$ cat src/rtl/phy_tx_arbiter_if.sv
// rtl/phy_tx_arbiter_if.sv - stream bundle joining the two packet sources, the arbiter and the framer
// Signal names are seen from the arbiter: i_ are arbiter inputs, o_ are arbiter outputs.
interface phy_tx_arbiter_if;
    logic        i_s0_valid;
    logic [3:0]  i_s0_keep;
    logic [31:0] i_s0_data;
    logic        i_s0_last;
    logic        o_s0_ready;
    logic        i_s1_valid;
    logic [3:0]  i_s1_keep;
    logic [31:0] i_s1_data;
    logic        i_s1_last;
    logic        o_s1_ready;
    logic        o_m_valid;
    logic [3:0]  o_m_keep;
    logic [31:0] o_m_data;
    logic        o_m_last;
    logic        i_m_ready;

    modport master (
        input  i_s0_valid, i_s0_keep, i_s0_data, i_s0_last,
        input  i_s1_valid, i_s1_keep, i_s1_data, i_s1_last,
        input  i_m_ready,
        output o_s0_ready, o_s1_ready,
        output o_m_valid, o_m_keep, o_m_data, o_m_last
    );

    modport slave (
        output i_s0_valid, i_s0_keep, i_s0_data, i_s0_last,
        output i_s1_valid, i_s1_keep, i_s1_data, i_s1_last,
        output i_m_ready,
        input  o_s0_ready, o_s1_ready,
        input  o_m_valid, o_m_keep, o_m_data, o_m_last
    );
endinterface

$ cat src/rtl/phy_tx_arbiter.sv
// rtl/phy_tx_arbiter.sv - packet-granular 2:1 arbiter with a post-packet idle gap ahead of the PHY TX framer
// Define PHY_TX_ARB_STRICT_PRIO_EN to give ch0 fixed priority on ties instead of round-robin.
module phy_tx_arbiter #(
    parameter int P_GAP_CYCLES = 4,
    parameter int P_CNT_W      = 16
) (
    input  logic               i_clk,
    input  logic               i_rst,
    input  logic               i_gt_tx_done,
    phy_tx_arbiter_if.master   io_axis,
    output logic [1:0]         o_grant,
    output logic               o_busy,
    output logic [P_CNT_W-1:0] o_pkt_cnt0,
    output logic [P_CNT_W-1:0] o_pkt_cnt1
);
    typedef enum logic [1:0] {
        ST_IDLE = 2'd0,
        ST_XFER = 2'd1,
        ST_GAP  = 2'd2
    } state_t;

    localparam logic [7:0]         LP_GAP_LAST = 8'(P_GAP_CYCLES - 1);
    localparam logic [P_CNT_W-1:0] LP_CNT_ONE  = P_CNT_W'(1);

    state_t             r_state, w_state_nxt;
    logic [1:0]         r_grant, w_grant_nxt;
    logic               r_last_grant;
    logic [7:0]         r_gap_cnt, w_gap_cnt_nxt;
    logic [P_CNT_W-1:0] r_pkt_cnt0, r_pkt_cnt1;
    logic               w_pick_ch1;
    logic               w_beat;
    logic               w_pkt_done;
    logic               w_m_valid, w_m_last;
    logic [3:0]         w_m_keep;
    logic [31:0]        w_m_data;
    logic               w_s0_ready, w_s1_ready;

    // r_last_grant=1 means ch1 owned the most recent packet, so ch0 takes the next tie.
`ifdef PHY_TX_ARB_STRICT_PRIO_EN
    assign w_pick_ch1 = !io_axis.i_s0_valid;
`else
    assign w_pick_ch1 = io_axis.i_s1_valid && (!io_axis.i_s0_valid || !r_last_grant);
`endif

    always_comb begin
        w_state_nxt   = r_state;
        w_grant_nxt   = r_grant;
        w_gap_cnt_nxt = r_gap_cnt;
        w_m_valid     = 1'b0;
        w_m_last      = 1'b0;
        w_m_keep      = '0;
        w_m_data      = '0;
        w_s0_ready    = 1'b0;
        w_s1_ready    = 1'b0;
        w_beat        = 1'b0;
        w_pkt_done    = 1'b0;
        case (r_state)
            ST_IDLE: begin
                if (i_gt_tx_done && (io_axis.i_s0_valid || io_axis.i_s1_valid)) begin
                    w_grant_nxt = w_pick_ch1 ? 2'b10 : 2'b01;
                    w_state_nxt = ST_XFER;
                end
            end
            ST_XFER: begin
                // Owner stays until its last beat, regardless of i_gt_tx_done or valid gaps.
                if (r_grant[1]) begin
                    w_m_valid  = io_axis.i_s1_valid;
                    w_m_last   = io_axis.i_s1_last;
                    w_m_keep   = io_axis.i_s1_keep;
                    w_m_data   = io_axis.i_s1_data;
                    w_s1_ready = io_axis.i_m_ready;
                end else begin
                    w_m_valid  = io_axis.i_s0_valid;
                    w_m_last   = io_axis.i_s0_last;
                    w_m_keep   = io_axis.i_s0_keep;
                    w_m_data   = io_axis.i_s0_data;
                    w_s0_ready = io_axis.i_m_ready;
                end
                w_beat = w_m_valid && io_axis.i_m_ready;
                if (w_beat && w_m_last) begin
                    w_pkt_done  = 1'b1;
                    w_grant_nxt = 2'b00;
                    w_state_nxt = ST_GAP;
                end
            end
            ST_GAP: begin
                if (r_gap_cnt == LP_GAP_LAST) begin
                    w_gap_cnt_nxt = '0;
                    w_state_nxt   = ST_IDLE;
                end else begin
                    w_gap_cnt_nxt = r_gap_cnt + 8'd1;
                end
            end
            default: begin
                w_state_nxt = ST_IDLE;
                w_grant_nxt = 2'b00;
            end
        endcase
    end

    always_ff @(posedge i_clk) begin
        if (i_rst) begin
            r_state      <= ST_IDLE;
            r_grant      <= 2'b00;
            r_last_grant <= 1'b1;
            r_gap_cnt    <= '0;
            r_pkt_cnt0   <= '0;
            r_pkt_cnt1   <= '0;
        end else begin
            r_state   <= w_state_nxt;
            r_grant   <= w_grant_nxt;
            r_gap_cnt <= w_gap_cnt_nxt;
            if (w_pkt_done) begin
                r_last_grant <= r_grant[1];
                if (r_grant[1]) begin
                    r_pkt_cnt1 <= r_pkt_cnt1 + LP_CNT_ONE;
                end else begin
                    r_pkt_cnt0 <= r_pkt_cnt0 + LP_CNT_ONE;
                end
            end
        end
    end

    assign io_axis.o_m_valid  = w_m_valid;
    assign io_axis.o_m_last   = w_m_last;
    assign io_axis.o_m_keep   = w_m_keep;
    assign io_axis.o_m_data   = w_m_data;
    assign io_axis.o_s0_ready = w_s0_ready;
    assign io_axis.o_s1_ready = w_s1_ready;
    assign o_grant            = r_grant;
    assign o_busy             = (r_state != ST_IDLE);
    assign o_pkt_cnt0         = r_pkt_cnt0;
    assign o_pkt_cnt1         = r_pkt_cnt1;
endmodule

$ cat src/flat_wrapper.sv
// flat-port wrapper written by rule: the top's interface ports become plain ports
module phy_tx_arbiter_flat 
#(
    parameter int P_GAP_CYCLES = 4,
    parameter int P_CNT_W      = 16
)
  (i_clk, i_rst, i_gt_tx_done, o_grant, o_busy, o_pkt_cnt0, o_pkt_cnt1, io_axis_i_s0_valid, io_axis_i_s0_keep, io_axis_i_s0_data, io_axis_i_s0_last, io_axis_i_s1_valid, io_axis_i_s1_keep, io_axis_i_s1_data, io_axis_i_s1_last, io_axis_i_m_ready, io_axis_o_s0_ready, io_axis_o_s1_ready, io_axis_o_m_valid, io_axis_o_m_keep, io_axis_o_m_data, io_axis_o_m_last);
  phy_tx_arbiter_if io_axis_i ();
  input  logic i_clk;
  input  logic i_rst;
  input  logic i_gt_tx_done;
  output logic [1:0] o_grant;
  output logic o_busy;
  output logic [P_CNT_W-1:0] o_pkt_cnt0;
  output logic [P_CNT_W-1:0] o_pkt_cnt1;
  input wire logic [$bits(io_axis_i.i_s0_valid)-1:0] io_axis_i_s0_valid;
  input wire logic [$bits(io_axis_i.i_s0_keep)-1:0] io_axis_i_s0_keep;
  input wire logic [$bits(io_axis_i.i_s0_data)-1:0] io_axis_i_s0_data;
  input wire logic [$bits(io_axis_i.i_s0_last)-1:0] io_axis_i_s0_last;
  input wire logic [$bits(io_axis_i.i_s1_valid)-1:0] io_axis_i_s1_valid;
  input wire logic [$bits(io_axis_i.i_s1_keep)-1:0] io_axis_i_s1_keep;
  input wire logic [$bits(io_axis_i.i_s1_data)-1:0] io_axis_i_s1_data;
  input wire logic [$bits(io_axis_i.i_s1_last)-1:0] io_axis_i_s1_last;
  input wire logic [$bits(io_axis_i.i_m_ready)-1:0] io_axis_i_m_ready;
  output wire logic [$bits(io_axis_i.o_s0_ready)-1:0] io_axis_o_s0_ready;
  output wire logic [$bits(io_axis_i.o_s1_ready)-1:0] io_axis_o_s1_ready;
  output wire logic [$bits(io_axis_i.o_m_valid)-1:0] io_axis_o_m_valid;
  output wire logic [$bits(io_axis_i.o_m_keep)-1:0] io_axis_o_m_keep;
  output wire logic [$bits(io_axis_i.o_m_data)-1:0] io_axis_o_m_data;
  output wire logic [$bits(io_axis_i.o_m_last)-1:0] io_axis_o_m_last;
  assign io_axis_i.i_s0_valid = io_axis_i_s0_valid;
  assign io_axis_i.i_s0_keep = io_axis_i_s0_keep;
  assign io_axis_i.i_s0_data = io_axis_i_s0_data;
  assign io_axis_i.i_s0_last = io_axis_i_s0_last;
  assign io_axis_i.i_s1_valid = io_axis_i_s1_valid;
  assign io_axis_i.i_s1_keep = io_axis_i_s1_keep;
  assign io_axis_i.i_s1_data = io_axis_i_s1_data;
  assign io_axis_i.i_s1_last = io_axis_i_s1_last;
  assign io_axis_i.i_m_ready = io_axis_i_m_ready;
  assign io_axis_o_s0_ready = io_axis_i.o_s0_ready;
  assign io_axis_o_s1_ready = io_axis_i.o_s1_ready;
  assign io_axis_o_m_valid = io_axis_i.o_m_valid;
  assign io_axis_o_m_keep = io_axis_i.o_m_keep;
  assign io_axis_o_m_data = io_axis_i.o_m_data;
  assign io_axis_o_m_last = io_axis_i.o_m_last;
  phy_tx_arbiter #(.P_GAP_CYCLES(P_GAP_CYCLES), .P_CNT_W(P_CNT_W)) u_core (.i_clk(i_clk), .i_rst(i_rst), .i_gt_tx_done(i_gt_tx_done), .io_axis(io_axis_i), .o_grant(o_grant), .o_busy(o_busy), .o_pkt_cnt0(o_pkt_cnt0), .o_pkt_cnt1(o_pkt_cnt1));
endmodule
$ cat config.mk
export PLATFORM = sky130hd
export DESIGN_NAME = phy_tx_arbiter_flat
export DESIGN_NICKNAME = d
export VERILOG_FILES = /design/src/rtl/phy_tx_arbiter_if.sv /design/src/rtl/phy_tx_arbiter.sv /design/src/flat_wrapper.sv
export SDC_FILE = /design/constraint.sdc
export NUM_CORES = 1
export LEC_CHECK = 0
export CAP_MARGIN = 40
export CORE_MARGIN = 10
export CORE_UTILIZATION = 41
export DETAILED_ROUTE_END_ITERATION = 16
export GPL_ROUTABILITY_DRIVEN = 0
export PLACE_DENSITY = 0.86
export RECOVER_POWER = 50
export SLEW_MARGIN = 5
export SYNTH_ARGS = -nofsm -noshare
export SYNTH_HDL_FRONTEND = slang
export SYNTH_SLANG_ARGS = --single-unit
$ cat constraint.sdc
create_clock -name i_clk -period 6.7 [get_ports i_clk]
set_clock_uncertainty 0.15 [all_clocks]
set_input_delay 1.675 -clock i_clk [delete_from_list [all_inputs] [get_ports i_clk]]
set_output_delay 1.675 -clock i_clk [all_outputs]
set_load 0.03 [all_outputs]
**Word-level counts from Yosys, hierarchy flattened**

Index checks and enable logic that the tools add are counted.

- Logic and storage cells: 56
- Memory bits (writable): 0
- Bits in latches: 0
- Memories: 0
- Bits in read-only memories: 0
- Output and inout bits: 75
- Bits in registers: 45

- $mul: 0
- Divide/modulo/power cells: 0
- Bitwise logic cells: 2
- Mux-type cells: 25
- Shift-type cells: 0
- Equal/unequal tests: 6
- $lt $le $gt $ge: 0
- Add/subtract/negate cells: 3
- Reductions and logical operators: 14

Operators by type and width:

| cell | number |
|---|---|
| 2-to-1 mux 32 bit | 2 |
| adder 16 x 1 -> 16 bit, second input constant | 2 |
| 2-to-1 mux 1 bit | 12 |
| 2-to-1 mux 2 bit | 6 |
| case mux 2 bit (3 select lines) | 2 |
| adder 8 x 1 -> 8 bit, second input constant | 1 |
| == test 8 x 2 -> 1 bit, second input constant | 1 |
| 2-to-1 mux 4 bit | 2 |
| 2-to-1 mux 8 bit | 1 |
| != test 2 x 1 -> 1 bit, second input constant | 3 |
| AND reduction 3 bit | 2 |
| logical AND 1 bit | 4 |
| AND reduction 2 bit | 2 |
| == test 2 x 1 -> 1 bit, second input constant | 1 |
| == test 2 bit, second input constant | 1 |
| zero test 1 bit | 2 |
| zero test 2 bit | 1 |
| logical OR 1 bit | 2 |
| inverter 1 bit | 2 |
| nonzero test 2 bit | 1 |

**Logic depth before layout (Yosys ltp)**

- Depth in word-level cells: 7
- Depth in mapped cells: 6
- Depth with buffers taken out: 5

**Worst setup path after synthesis**

OpenSTA, ideal clock, no wires.

- Kind: input port to output port
- Start point: input port io_axis_i_m_ready
- End point: output port io_axis_o_s0_ready
- Path slack: 2396 ps
- Stages on the path: 3
- Arrival: 2479 ps
- Cell sequence: nand3b_1 clkbuf_1 nor2_1

- Word-level cells in the longest chain between the ends: 2

Ends and longest elaborated chain:

| what | RTL line | source |
|---|---|---|
| start: declaration | flat_wrapper.sv:24 | `input wire logic [$bits(io_axis_i.i_m_ready)-1:0] io_axis_i_m_ready;` |
| 2-to-1 mux 1 bit | phy_tx_arbiter.sv:66 | `if (r_grant[1]) begin` |
| 2-to-1 mux 1 bit | phy_tx_arbiter.sv:57 | `case (r_state)` |
| end: declaration | flat_wrapper.sv:25 | `output wire logic [$bits(io_axis_i.o_s0_ready)-1:0] io_axis_o_s0_ready;` |

No other way between the ends.

**Worst setup path in the final report**

Ends and elaborated chain as after synthesis.

==> out/results.ini <==
[logic_synthesis]
synth-seq-area-share_pct = 33.6
netlist_top_cells_count = sky130_fd_sc_hd__nor2_1, sky130_fd_sc_hd__dfxtp_1, sky130_fd_sc_hd__mux2i_1, sky130_fd_sc_hd__a21oi_1, sky130_fd_sc_hd__nand2_1
synthesis.area_um2 = 2690
synth_ff_type = sky130_fd_sc_hd__dfxtp_1
yosys.area.top_type_share_pct = 33.6
yosysMostFrequentCell = sky130_fd_sc_hd__nor2_1
postSynthCellCount = 335
yosysWarningCount = 0
synth.avg_cell_area_um2 = 8.02
synth_area_leaders = sky130_fd_sc_hd__dfxtp_1, sky130_fd_sc_hd__mux2i_1, sky130_fd_sc_hd__nor2_1
synth_async_sr_flop_share_pct = 0
syn_nets = 418
postSynthRegisterBits = 45
synthDominantAreaCellType = sky130_fd_sc_hd__dfxtp_1
ys_types = 37
edff_count_synth = 0

[die]
placementRows = 29
die_area_um2 = 10200
ios = 155
floorplan.initialDensity_pct = 42.3
die-width_um = 101
die_h_um = 101
core_area_um2 = 6350

[sta]
fmax_mhz = 184
grt_setup_unrepaired = false
hold_violations = 0
final.period_utilization_pct = 81.1
max-slew-margin-rel_pct = -18.3
worst_slew_pin_slew_ns = 1.77
maxSlewViolCount = 42
final-setup-viol-count = 0
worst_slack_ns = 1.27
minimum_period_implied_by_the_final_worst_setup_slack_ns = 5.43
totalNegativeSetupSlack_ns = 0

[cells_and_area]
postLayoutCellArea_um2 = 4340
final_core_util_pct = 68.4
fill_cell_instance_count_of_the_final_layout = 492
num-nets-final = 564
antenna_cells = 0
final_layout_size_suffix_gt1_share_pct = 2.70
syn2layout_area_growth_pct = 61.7

[setup_path]
buf_inv_stages_crit_path = 2
crit_slowest_cell = sky130_fd_sc_hd__clkdlybuf4s50_1
crit_path_end_kind = primary output
critical_path.max_stage_delay_ns = 0.70
worst_ep_required_time_ns = 4.88
worst_r2r_path_depth = 5
timing.critical_path.from_type = primary input
path_depth = 4
path_delay_family = buffers and inverters
critical_path_arrival_ns = 3.61
critPathMaxFanout = 16
crit_type = primary input to primary output
critPathMostFrequentCell = sky130_fd_sc_hd__clkdlybuf4s50_1
crit_path_cell_trace = clkdlybuf4s50_1 -> nand3b_1 -> nor2_1 -> clkdlybuf4s50_1

[grt]
global_route_wire_length_before_repair_um = 15500
antenna_found_initial = 0
grt_max_degree = 42
grt_remaining_overflow = 0
track_usage_pct = 18.7
first_global_vias = 3069

[clock_tree]
tritoncts = built
cts_inserted_buffers = 5
cts.reportedPaths.clkPinSlew_ns = 0.08
ctsHtreeMaxLevel = 2
cell_at_the_root_of_the_clock_tree = sky130_fd_sc_hd__clkbuf_8
post-cts-setup-buffers = 0
resized_after_cts = 0
clock-sinks = 45
cts-hold-fix-buffers = 0
clk_latency_ns = 0.29
ctsLongestPathBuffers = 2

[placement]
dp_hpwl_um = 8180
dpl-instance-area_um2 = 4260
dp_worst_setup_slack_ns = 1.28
port_buffers = 154

[detailed_routing]
drt_first_pass_iters = 4
dr.first_iter.drc_count = 115
totalWireLength_um = 9940
drt_drc_violations_left = 0
via_count = 2984
drtAntennaViolNets = 0
drt-wirelength-per-cell_um = 17.8
average_vias_per_placed_instance = 5.34

[pwr]
leakagePower_nw = 1.53
ir_worst_vdd_mv = 0.117
pwr_density_cell_nw_per_um2 = 138

[hold_path]
hold_path_class = flop to flop
min_delay_path_depth = 2

[flow_run]
drv_cap = 1

[run_status]
result_of_the_run = finished with violations
violations = max-capacitance violations, max-slew violations

worst min-delay path: stages (launching register included):
cell and delay (ns):
sky130_fd_sc_hd__dfxtp_1 0.32, sky130_fd_sc_hd__o31ai_1 0.06, sky130_fd_sc_hd__a21oi_1 0.06
registers in the layout, summed over array words and instances (netlist names):
| register | cells |
|---|---|
| u_core.o_pkt_cnt1 | 16 |
| u_core.r_last_grant | 1 |
| u_core.r_gap_cnt | 8 |
| u_core.o_grant | 2 |
| u_core.o_pkt_cnt0 | 16 |
| u_core.r_state | 2 |
cells by family (layout without fill, tap and decap cells):
kind of cell | count (synthesis) | in the layout | synth area share (%)
XOR/XNOR | 23 | 23 | 7.50
AO/OA/AOI/OAI | 40 | 40 | 8.85
adder cells (fa/ha/maj) | 3 | 3 | 1.40
buffers and inverters | 29 | 176 | 4.61
flip-flops | 45 | 45 | 33.6
multiplexers | 40 | 40 | 15.0
AND/OR/NAND/NOR | 155 | 155 | 29.1
cells in the final DEF (no fill, tap or decap), types with 9 or more instances in the layout:
| cell | count |
|---|---|
| sky130_fd_sc_hd__mux2i_1 | 39 |
| sky130_fd_sc_hd__inv_1 | 11 |
| sky130_fd_sc_hd__dfxtp_1 | 44 |
| sky130_fd_sc_hd__nand2_1 | 19 |
| sky130_fd_sc_hd__clkdlybuf4s50_1 | 121 |
| sky130_fd_sc_hd__xnor2_1 | 17 |
| sky130_fd_sc_hd__dlygate4sd3_1 | 33 |
| sky130_fd_sc_hd__nand4_1 | 11 |
| sky130_fd_sc_hd__nor2_1 | 69 |
| sky130_fd_sc_hd__nand3_1 | 9 |
| sky130_fd_sc_hd__a21oi_1 | 19 |
where the power goes:
| group | switching, mW | internal, mW |
|---|---|---|
| Combinational | 0.0817 | 0.0853 |
| Clock | 0.0881 | 0.0724 |
| Sequential | 0.00494 | 0.269 |
metrics by stage:
step	hold slack [ns]	power [mW]	cells
2_1_floorplan	0.309	0.356	335
3_3_place_gp	0.311	0.446	551
3_5_place_dp	0.327	0.449	551
4_1_cts	0.339	0.608	559
5_1_grt	0.368	0.626	559
6_report	0.335	0.601	559
per-layer routing:
| metal | part of all wire, % | GRT usage (%) |
|---|---|---|
| met5 | 0 | 0 |
| met4 | 2.0 | 5.68 |
| met3 | 11 | 8.78 |
| met2 | 52 | 33.5 |
| met1 | 35 | 18.7 |
layout make-up:
class | count | area, µm² | area share (%)
inverters | 11 | 41.3 | 0.951
clock inverters | 2 | 10.0 | 0.230
flip-flops and latches | 45 | 902 | 20.8
repair buffers | 157 | 1560 | 35.9
well taps | 77 | 96.3 | 2.22
multi-input cells | 261 | 1660 | 38.2
clock buffers | 6 | 72.6 | 1.67
path summary, 6_finish.rpt:
kind | startpoint | end | slack (ns)
worst min-delay path | u_core.o_pkt_cnt0[15] | u_core.o_pkt_cnt0[15] | 0.34
worst min register to register | u_core.o_pkt_cnt0[15] | u_core.o_pkt_cnt0[15] | 0.34
worst max register to register | u_core.o_grant[1] | u_core.o_pkt_cnt1[15] | 3.77
worst max-delay path | io_axis_i_m_ready | io_axis_o_s0_ready | 1.27
Note: power is estimated with default switching activity, not from simulation.
